File: src/rtl/timer_prescaler_if.sv
// Tick interface between the timer prescaler (master) and the timer counter (slave).
// The master drives clk_ena and cks_active; the slave side provides the control inputs.
interface timer_prescaler_if;
   logic       run;
   logic [1:0] cks;
   logic       sync_clr;
   logic       clk_ena;
   logic [1:0] cks_active;

   modport master (
      input  run,
      input  cks,
      input  sync_clr,
      output clk_ena,
      output cks_active
   );

   modport slave (
      output run,
      output cks,
      output sync_clr,
      input  clk_ena,
      input  cks_active
   );
endinterface

File: src/rtl/timer_prescaler.sv
// Clock-enable generator for the 8-bit timer: divides clk by 2/4/8/16 into a one-cycle strobe.
// Optional external tick source is compiled in with PRESCALER_EXT_CLK_EN.
module timer_prescaler (
   input  logic                      clk,
   input  logic                      rst,
`ifdef PRESCALER_EXT_CLK_EN
   input  logic                      ext_clk,
   input  logic                      ext_sel,
`endif
   timer_prescaler_if.master         bus
);

   logic [3:0] div_q, div_d;
   logic [1:0] sel_q, sel_d;
   logic       ena_q, ena_d;
   logic [3:0] mask;
   logic       match;

   // Low sel_q+1 bits of the divider all ones marks the last cycle of the period.
   assign mask  = {(sel_q == 2'd3), sel_q[1], |sel_q, 1'b1};
   assign match = ((div_q & mask) == mask);

`ifdef PRESCALER_EXT_CLK_EN
   logic sync1_q, sync2_q, ext_d_q;
   logic ext_sel_q, ext_sel_d;

   always_ff @(posedge clk or posedge rst) begin
      if (rst) begin
         sync1_q <= 1'b0;
         sync2_q <= 1'b0;
         ext_d_q <= 1'b0;
      end else begin
         sync1_q <= ext_clk;
         sync2_q <= sync1_q;
         ext_d_q <= sync2_q;
      end
   end
`endif

   always_comb begin
      div_d = div_q;
      sel_d = sel_q;
      ena_d = 1'b0;
`ifdef PRESCALER_EXT_CLK_EN
      ext_sel_d = ext_sel_q;
`endif
      if (bus.sync_clr) begin
         div_d = 4'd0;
         sel_d = bus.cks;
`ifdef PRESCALER_EXT_CLK_EN
         ext_sel_d = ext_sel;
`endif
      end else if (!bus.run) begin
         sel_d = bus.cks;
`ifdef PRESCALER_EXT_CLK_EN
         ext_sel_d = ext_sel;
`endif
      end else begin
         div_d = div_q + 4'd1;
         ena_d = match;
         // Selection only switches at the common wrap so no period is ever shortened.
         if (div_q == 4'hF) begin
            sel_d = bus.cks;
`ifdef PRESCALER_EXT_CLK_EN
            ext_sel_d = ext_sel;
`endif
         end
`ifdef PRESCALER_EXT_CLK_EN
         if (ext_sel_q) begin
            ena_d = sync2_q & ~ext_d_q;
         end
`endif
      end
   end

   always_ff @(posedge clk or posedge rst) begin
      if (rst) begin
         div_q <= 4'd0;
         sel_q <= 2'd0;
         ena_q <= 1'b0;
      end else begin
         div_q <= div_d;
         sel_q <= sel_d;
         ena_q <= ena_d;
      end
   end

`ifdef PRESCALER_EXT_CLK_EN
   always_ff @(posedge clk or posedge rst) begin
      if (rst) begin
         ext_sel_q <= 1'b0;
      end else begin
         ext_sel_q <= ext_sel_d;
      end
   end
`endif

   assign bus.clk_ena    = ena_q;
   assign bus.cks_active = sel_q;

endmodule

File: src/flat_wrapper.sv
// flat-port wrapper written by rule: the top's interface ports become plain ports
module timer_prescaler_flat 
  (clk, rst, bus_run, bus_cks, bus_sync_clr, bus_clk_ena, bus_cks_active);
  timer_prescaler_if bus_i ();
  input  logic clk;
  input  logic rst;
  input wire logic [$bits(bus_i.run)-1:0] bus_run;
  input wire logic [$bits(bus_i.cks)-1:0] bus_cks;
  input wire logic [$bits(bus_i.sync_clr)-1:0] bus_sync_clr;
  output wire logic [$bits(bus_i.clk_ena)-1:0] bus_clk_ena;
  output wire logic [$bits(bus_i.cks_active)-1:0] bus_cks_active;
  assign bus_i.run = bus_run;
  assign bus_i.cks = bus_cks;
  assign bus_i.sync_clr = bus_sync_clr;
  assign bus_clk_ena = bus_i.clk_ena;
  assign bus_cks_active = bus_i.cks_active;
  timer_prescaler u_core (.clk(clk), .rst(rst), .bus(bus_i));
endmodule
File: config.mk
export PLATFORM = sky130hd
export DESIGN_NAME = timer_prescaler_flat
export DESIGN_NICKNAME = d
export VERILOG_FILES = /design/src/rtl/timer_prescaler_if.sv /design/src/rtl/timer_prescaler.sv /design/src/flat_wrapper.sv
export SDC_FILE = /design/constraint.sdc
export NUM_CORES = 1
export LEC_CHECK = 0
export CAP_MARGIN = 40
export CORE_AREA = 4 4 41 43
export CTS_CLUSTER_DIAMETER = 40
export DETAILED_ROUTE_END_ITERATION = 16
export DIE_AREA = 0 0 45 47
export PLACE_DENSITY_LB_ADDON = 0.2
export REMOVE_ABC_BUFFERS = 1
export SYNTH_ARGS = -nofsm -noshare
export SYNTH_HDL_FRONTEND = slang
export SYNTH_SLANG_ARGS = --single-unit
export TNS_END_PERCENT = 100
File: constraint.sdc
create_clock -name clk -period 2.3 [get_ports clk]
set_input_delay 0.575 -clock clk [delete_from_list [all_inputs] [get_ports clk]]
set_output_delay 0.575 -clock clk [all_outputs]
set_load 0.05 [all_outputs]
---- Yosys cells after proc, flatten, opt, wreduce, memory -nomap -nowiden ----
Index checks and enable logic that the tools add are counted.
storage, ports and cells
  output and inout bits ................... 3
  bits in registers ....................... 7
  bits of input ports ..................... 6
cells by class
  reductions and logical operators ........ 2
  bitwise logic cells ..................... 1
  equality and inequality tests ........... 4
  $add $sub $neg .......................... 1
  multiplexer cells ....................... 7
operator list
  operator                                                                 number
  4-bit two-way mux                                                        2
  2-bit two-way mux                                                        3
  4-bit by 1-bit adder with 4-bit output, second input constant            1
  4-bit bitwise AND                                                        1
  4-bit == test                                                            1
  4-bit == test, second input constant                                     1
  3-bit by 1-bit inequality test with 1-bit output, second input constant  1
  2-bit == test, second input constant                                     1
  1-bit two-way mux                                                        2
  2-bit nonzero test                                                       1
  2-bit OR reduction                                                       1

---- Depth between registers and ports, before layout ----
Gate-level depths: netlist (run 1).
  word-level depth ........................ 5
  depth in mapped cells ................... 4
  mapped depth without buffers ............ 4

---- Worst setup path after synthesis (run 1) ----
Ideal clock, no wire load.
  path kind ............................... input port to flip-flop
  start point ............................. in bus_sync_clr
  end point ............................... reg u_core.sel_q[0], in the netlist u_core.bus.cks_active[0]
  buffers on the path ..................... 0
  path slack .............................. 1.047 ns
  setup time .............................. 0.125 ns
  data arrival time ....................... 1.128 ns
  stages on the path ...................... 3
  path through ............................ and2b_1 > nand2_2 > mux2_4
on the way
  word-level cells in the longest chain between the ends .. 1
  elaborated cells between the ends (all ways) .. 2
RTL lines
  what                                                                                                    RTL line               text
  start: declaration                                                                                      flat_wrapper.sv:9      input wire logic [$bits(bus_i.sync_clr)-1:0] bus_sync_clr;
  3-bit by 1-bit inequality test with 1-bit output (no source line) or 2-bit two-way mux (tied branches)  -
  end signal: assignment                                                                                  timer_prescaler.sv:83  sel_q <= sel_d;
  end: declaration                                                                                        timer_prescaler.sv:14  logic [1:0] sel_q, sel_d;
Several ways; a longest one is shown, not always the timed one.
A chain may end at the register's enable or synchronous reset.

---- Final worst setup path (run 1) ----
  start point ............................. reg u_core.sel_q[1], in the netlist u_core.bus.cks_active[1]
  end point ............................... out bus_cks_active[1]
RTL lines
  what              RTL line            text
  end: declaration  flat_wrapper.sv:11  output wire logic [$bits(bus_i.cks_active)-1:0] bus_cks_active;
No word-level cell between the ends.

==> results of run 1 <==
==> layout make-up <==
cell class / instances / area [um^2]
fillers: 139 / 850
flip-flops and latches: 7 / 175
multi-input cells: 20 / 144
repair buffers: 8 / 80.1
clock buffers: 4 / 26.3
well taps: 15 / 18.8
inverters: 2 / 7.51
==> sequential cells by signal, summed over array words and instances (netlist names) <==
| register | count |
|---|---|
| u_core.bus.clk_ena | 1 |
| u_core.bus.cks_active | 2 |
| u_core.div_q | 4 |
==> per-layer routing <==
layer	share of wire, %	global-route usage (%)
met4	3.3	7.02
met5	0	0
met2	40	10.2
met1	46	8.56
met3	11	2.68
==> cell usage in the layout (no fill, tap or decap) <==
cell and instances:
nand2_1 3, mux2i_1 1, clkdlybuf4s50_1 8, clkbuf_4 3, xnor2_1 1, nand4_1 1, ha_1 1, o21ai_0 1
clkbuf_1 1, mux2_4 2, inv_1 2, a221oi_1 1, xor2_1 2, nand3_1 1, nand2_2 1, dfrtp_1 7
and2b_1 1, nor2_1 4
==> worst paths after layout <==
kind / to / cells after the start / slack, ns / startpoint
min in group asynchronous: u_core.bus.cks_active[1]$_DFFE_PP0P_ / 2 / 0.55 / rst
max in group asynchronous: u_core.div_q[2]$_DFFE_PP0P_ / 2 / 1.54 / rst
worst min-delay path: u_core.bus.clk_ena$_DFF_PP0_ / 1 / 0.51 / u_core.bus.cks_active[0]$_DFFE_PP0P_
worst max register to register: u_core.bus.cks_active[0]$_DFFE_PP0P_ / 4 / 1.08 / u_core.div_q[0]$_DFFE_PP0P_
worst max-delay path: bus_cks_active[1] / 1 / 0.26 / u_core.bus.cks_active[1]$_DFFE_PP0P_
worst min register to register: u_core.bus.clk_ena$_DFF_PP0_ / 1 / 0.51 / u_core.bus.cks_active[0]$_DFFE_PP0P_
==> power breakdown <==
group	leakage, nW	switching (mW)	internal [mW]
combinational	0.102	0.0248	0.0241
sequential	0.0916	0.00793	0.130
clock	0.0150	0.0480	0.0664
total	0.209	0.0807	0.221
==> cells by family after synthesis <==
group                    Yosys count
adder cells (fa/ha/maj)            1
XOR/XNOR                           3
multiplexers                       3
AO/OA/AOI/OAI                      2
buffers and inverters              2
flip-flops                         7
AND/OR/NAND/NOR                   11
==> key figures, run 1 <==
Power and ir drop
  • Power per cell area: 667 mW/mm^2
  • P_leak: 0.209 nW
  • Maximum vdd drop: around 0.28 mV
  • Total power: about 0.30 mW

Run status
  • Outcome: finished clean

Synth
  • Sequential-to-total area share from yosys stat: between 50% and 60%
  • Synth Register Bits: 7
  • Unique masters post-synth: 15
  • EDFF count, synth: 0
  • Simple-Gate Fraction of Synth Area: 15.7%
  • Complex-gate fraction of the synthesized area: 4.21%
  • Top_reg_cell synth: dfrtp_1
  • Main combinational cell family by area after synthesis: simple AND/OR/NAND/NOR gates
  • Mux cell area share after synthesis: 12.3%
  • Post-synth ARST share: 100%
  • Top-area cell type share of the netlist area: 53.6%
  • Ys Warns: 0
  • Adder-Cell Fraction of Synth Area: 3.83%
  • Synth top area cells: dfrtp_1 54%, mux2_4 9.2%, xor2_1 5.4%
  • Mapped Cells: 29
  • Syn_area_per_cell: roughly 11 um^2
  • Synth top cells by count: 7 x dfrtp_1, 4 x nor2_1, 3 x nand2_1
  • Most frequent cell after synthesis: dfrtp_1
  • Synth area leader: dfrtp_1
  • Post-synthesis xor/xnor area fraction: slightly above 8%
  • Post-Synthesis Cell Area: between 300 and 400 um^2

Timing
  • Crit share post-route: between 80% and 90%
  • Minimum clock period after layout: just over 2 ns
  • Max Freq: ~0.49 GHz
  • Skew final: 0.000711 ns
  • Hold Violations, Final: 0
  • Final setup vio count: 0
  • Hold WS: approximately 0.51 ns
  • RSZ-0062 raised after global routing: false
  • Final setup TNS: 0 ns
  • Final Slew Violations: 0
  • Post-route setup slack: ~0.26 ns
  • Slew Limit Headroom: 67.3%
  • Worst-margin pin slew: between 0.4 and 0.5 ns

Clock tree
  • Worst skew pair latency: about 0.25 ns
  • Clock sink count: 7
  • Post CTS Setup Buffer Count: 0
  • Hold bufs inserted after CTS: 0
  • H-tree levels: 1
  • TritonCTS clock tree: done
  • Root Buffer: clkbuf_4
  • Post_cts resized: 0
  • CTS Buf Count: 3
  • Reg clk slew, reported paths: approximately 0.050 ns
  • Clk buf depth: 2

Global route
  • Vias in the first global route: 252
  • Grt ovf: 0
  • Antenna violations before repair: 0
  • First-pass GRT wire length: 1040 um
  • Largest net degree at the start of global routing: 8
  • Total GRT Usage: ~7.3%

Die
  • Die X: between 40 and 50 um
  • Die Area: around 0.0021 mm^2
  • Top Ports: 9
  • CORE AREA: 0.00130 mm^2
  • Initial Util: between 20% and 30%
  • Chip height: approximately 47 um
  • Row count: 13

Cells and area
  • Layout Utilization: 34.7%
  • Finished Cell Area: between 400 and 500 um^2
  • N_diodes: 0
  • Final #Nets: roughly 50
  • Layout area overhead: 38.3%
  • Final non-filler cell total: 56
  • Fraction of layout cells with a size suffix above 1: roughly 15%

Run
  • Max cap viols: 0

Worst setup path
  • CP max-delay cell: clkdlybuf4s50_1
  • Critical Path Start Type: flop
  • CP top delay family: buffers and inverters
  • Crit path DAT: about 1.5 ns
  • Crit end category: output port
  • Setup CP Type: reg2out
  • CP max FO: 4
  • Critical path, cell by cell: clkdlybuf4s50_1
  • Crit-path max cell delay: a little over 0.8 ns
  • Buf/Inv on CP: 1
  • Crit path required time: about 1.7 ns

Drt
  • 1st-iter DRT viols: 1
  • Vias per Instance: approximately 4.4
  • Post-route ant nets: 0
  • DRC Markers: 0
  • Routed len/inst: approximately 11 um
  • Vias: 245
  • TritonRoute pass-1 iters: 3
  • Routed wire length: ~630 um

Place
  • RD Place Congestion: approximately 0.77
  • Placement Cell Area: 425 um^2
  • Port Buffers: 8
  • Worst slack, placed: 0.440 ns
  • Dpl cells: 52

Min path
  • Hold Path Class: reg2reg
No activity file was read; power rests on OpenSTA's default activity.
==> inputs of run 2 (changes only) <==
- clock period: 2.3 -> 2.4 ns (I/O delays scaled with it)
==> key figures, run 2 (same netlist as run 1, synthesis figures left out) <==
Die
  • Initial Util: around a quarter
  • Chip height: about 47 um
  • Die X: approximately 45 um
  • Row count: 13
  • Top Ports: 9
  • CORE AREA: approximately 0.0013 mm^2
  • Die Area: about 0.0021 mm^2

Drt
  • Post-route ant nets: 0
  • DRC Markers: 0
  • 1st-iter DRT viols: 1
  • Vias per Instance: between 4 and 5
  • Vias: approximately 260
  • Routed wire length: 653 um
  • Routed len/inst: around 12 um
  • TritonRoute pass-1 iters: 2

Clock tree
  • Clk buf depth: 2
  • CTS Buf Count: 3
  • Reg clk slew, reported paths: around 0.050 ns
  • Post_cts resized: 0
  • H-tree levels: 1
  • Post CTS Setup Buffer Count: 0
  • Clock sink count: 7
  • TritonCTS clock tree: done
  • Worst skew pair latency: 0.26 ns
  • Hold bufs inserted after CTS: 0
  • Root Buffer: clkbuf_4

Timing
  • Final setup vio count: 0
  • Slew Limit Headroom: roughly two thirds
  • Final Slew Violations: 0
  • Worst-margin pin slew: 0.494 ns
  • RSZ-0062 raised after global routing: false
  • Final setup TNS: 0 ns
  • Skew final: between 0.002 and 0.003 ns
  • Minimum clock period after layout: about 2.1 ns
  • Hold Violations, Final: 0
  • Max Freq: 0.483 GHz
  • Crit share post-route: between 80% and 90%

Power and ir drop
  • P_leak: 0.209 nW
  • Power per cell area: roughly 640 mW/mm^2
  • Total power: just under 0.3 mW
  • Maximum vdd drop: roughly 0.26 mV

Worst setup path
  • Instance count on the critical path: 1
  • Critical path, cell by cell: clkdlybuf4s50_1
  • CP top delay family: buffers and inverters
  • FF-to-FF End: u_core.bus.cks_active[0]$_DFFE_PP0P_
  • CP max-delay cell: clkdlybuf4s50_1
  • Crit path DAT: roughly 1.5 ns
  • Setup crit end: bus_cks_active[1]
  • Crit Reg-Reg Startpoint: u_core.div_q[0]$_DFFE_PP0P_
  • Flop2flop setup slack: roughly 1.2 ns
  • Crit-path max cell delay: slightly above 0.8 ns
  • Setup CP Type: reg2out
  • Crit path required time: ~1.8 ns
  • Worst reg2reg path depth: 4
  • Buf/Inv on CP: 1
  • Crit end category: output port
  • CP startpoint: u_core.bus.cks_active[1]$_DFFE_PP0P_
  • Critical Path Start Type: flop
  • CP max FO: 4

Global route
  • Grt ovf: 0
  • Largest net degree at the start of global routing: 8
  • Vias in the first global route: ~270
  • Total GRT Usage: 8.83%
  • Antenna violations before repair: 0
  • First-pass GRT wire length: ~1200 um

Cells and area
  • Fillers: 147
  • Layout area overhead: 38.3%
  • Max reg flops: 4
  • Final #Nets: 49
  • Largest Register: u_core.div_q
  • Most frequent cells in the layout: 8 x clkdlybuf4s50_1, 7 x dfrtp_1, 4 x nor2_1
  • N_diodes: 0
  • Fraction of layout cells with a size suffix above 1: between 10% and 20%
  • Most common cell after layout, fill and taps aside: clkdlybuf4s50_1

Min path
  • Hold Path Class: reg2reg

Place
  • RD Place Congestion: approximately 0.72
  • Hpwl dp: around 500 um
  • Port Buffers: 8

Run status
  • Outcome: finished clean

Run
  • Max cap viols: 0
==> run 2: per-stage QoR <==
step	utilization (%)	hold WS [ns]	std cells	area (um^2)	setup slack, ns
after detailed placement	32.7	0.489	52	425	0.511
after global placement	32.7	0.485	52	425	0.526
after global routing	34.7	0.532	56	452	0.285
after CTS	34.7	0.496	56	452	0.308
final	34.7	0.493	56	452	0.331
after floorplan	-	0.403	29	327	1.12
==> run 2: layout make-up <==
type                    count  area [um^2]  area share, %
inverters                   2         7.51           1.66
well taps                  15         18.8           4.16
multi-input cells          20          144           31.9
flip-flops and latches      7          175           38.8
clock buffers               4         26.3           5.82
repair buffers              8         80.1           17.7
==> run 2: metal layers <==
layer	up-vias	track usage, %	wire length (um)
met5	-	0	0
met4	0	12.3	37
met3	4	2.68	63
met2	10	13.0	276
met1	122	8.58	276
li1	122	-	-
==> run 2: worst min path at each step <==
stage,cells after the start,endpoint,from,slack [ns]
6_report,1,u_core.bus.clk_ena$_DFF_PP0_,u_core.bus.cks_active[0]$_DFFE_PP0P_,0.49
2_1_floorplan,1,u_core.bus.cks_active[0]$_DFFE_PP0P_,rst,0.40
3_5_place_dp,1,u_core.bus.clk_ena$_DFF_PP0_,u_core.bus.cks_active[0]$_DFFE_PP0P_,0.49
3_3_place_gp,1,u_core.bus.clk_ena$_DFF_PP0_,u_core.bus.cks_active[0]$_DFFE_PP0P_,0.49
4_1_cts,1,u_core.bus.clk_ena$_DFF_PP0_,u_core.bus.cks_active[0]$_DFFE_PP0P_,0.50
5_1_grt,1,u_core.bus.clk_ena$_DFF_PP0_,u_core.bus.cks_active[0]$_DFFE_PP0P_,0.53
==> run 2: power breakdown <==
group	internal [mW]	switching (mW)
registers	0.125	0.00738
clock network	0.0636	0.0465
logic	0.0231	0.0241
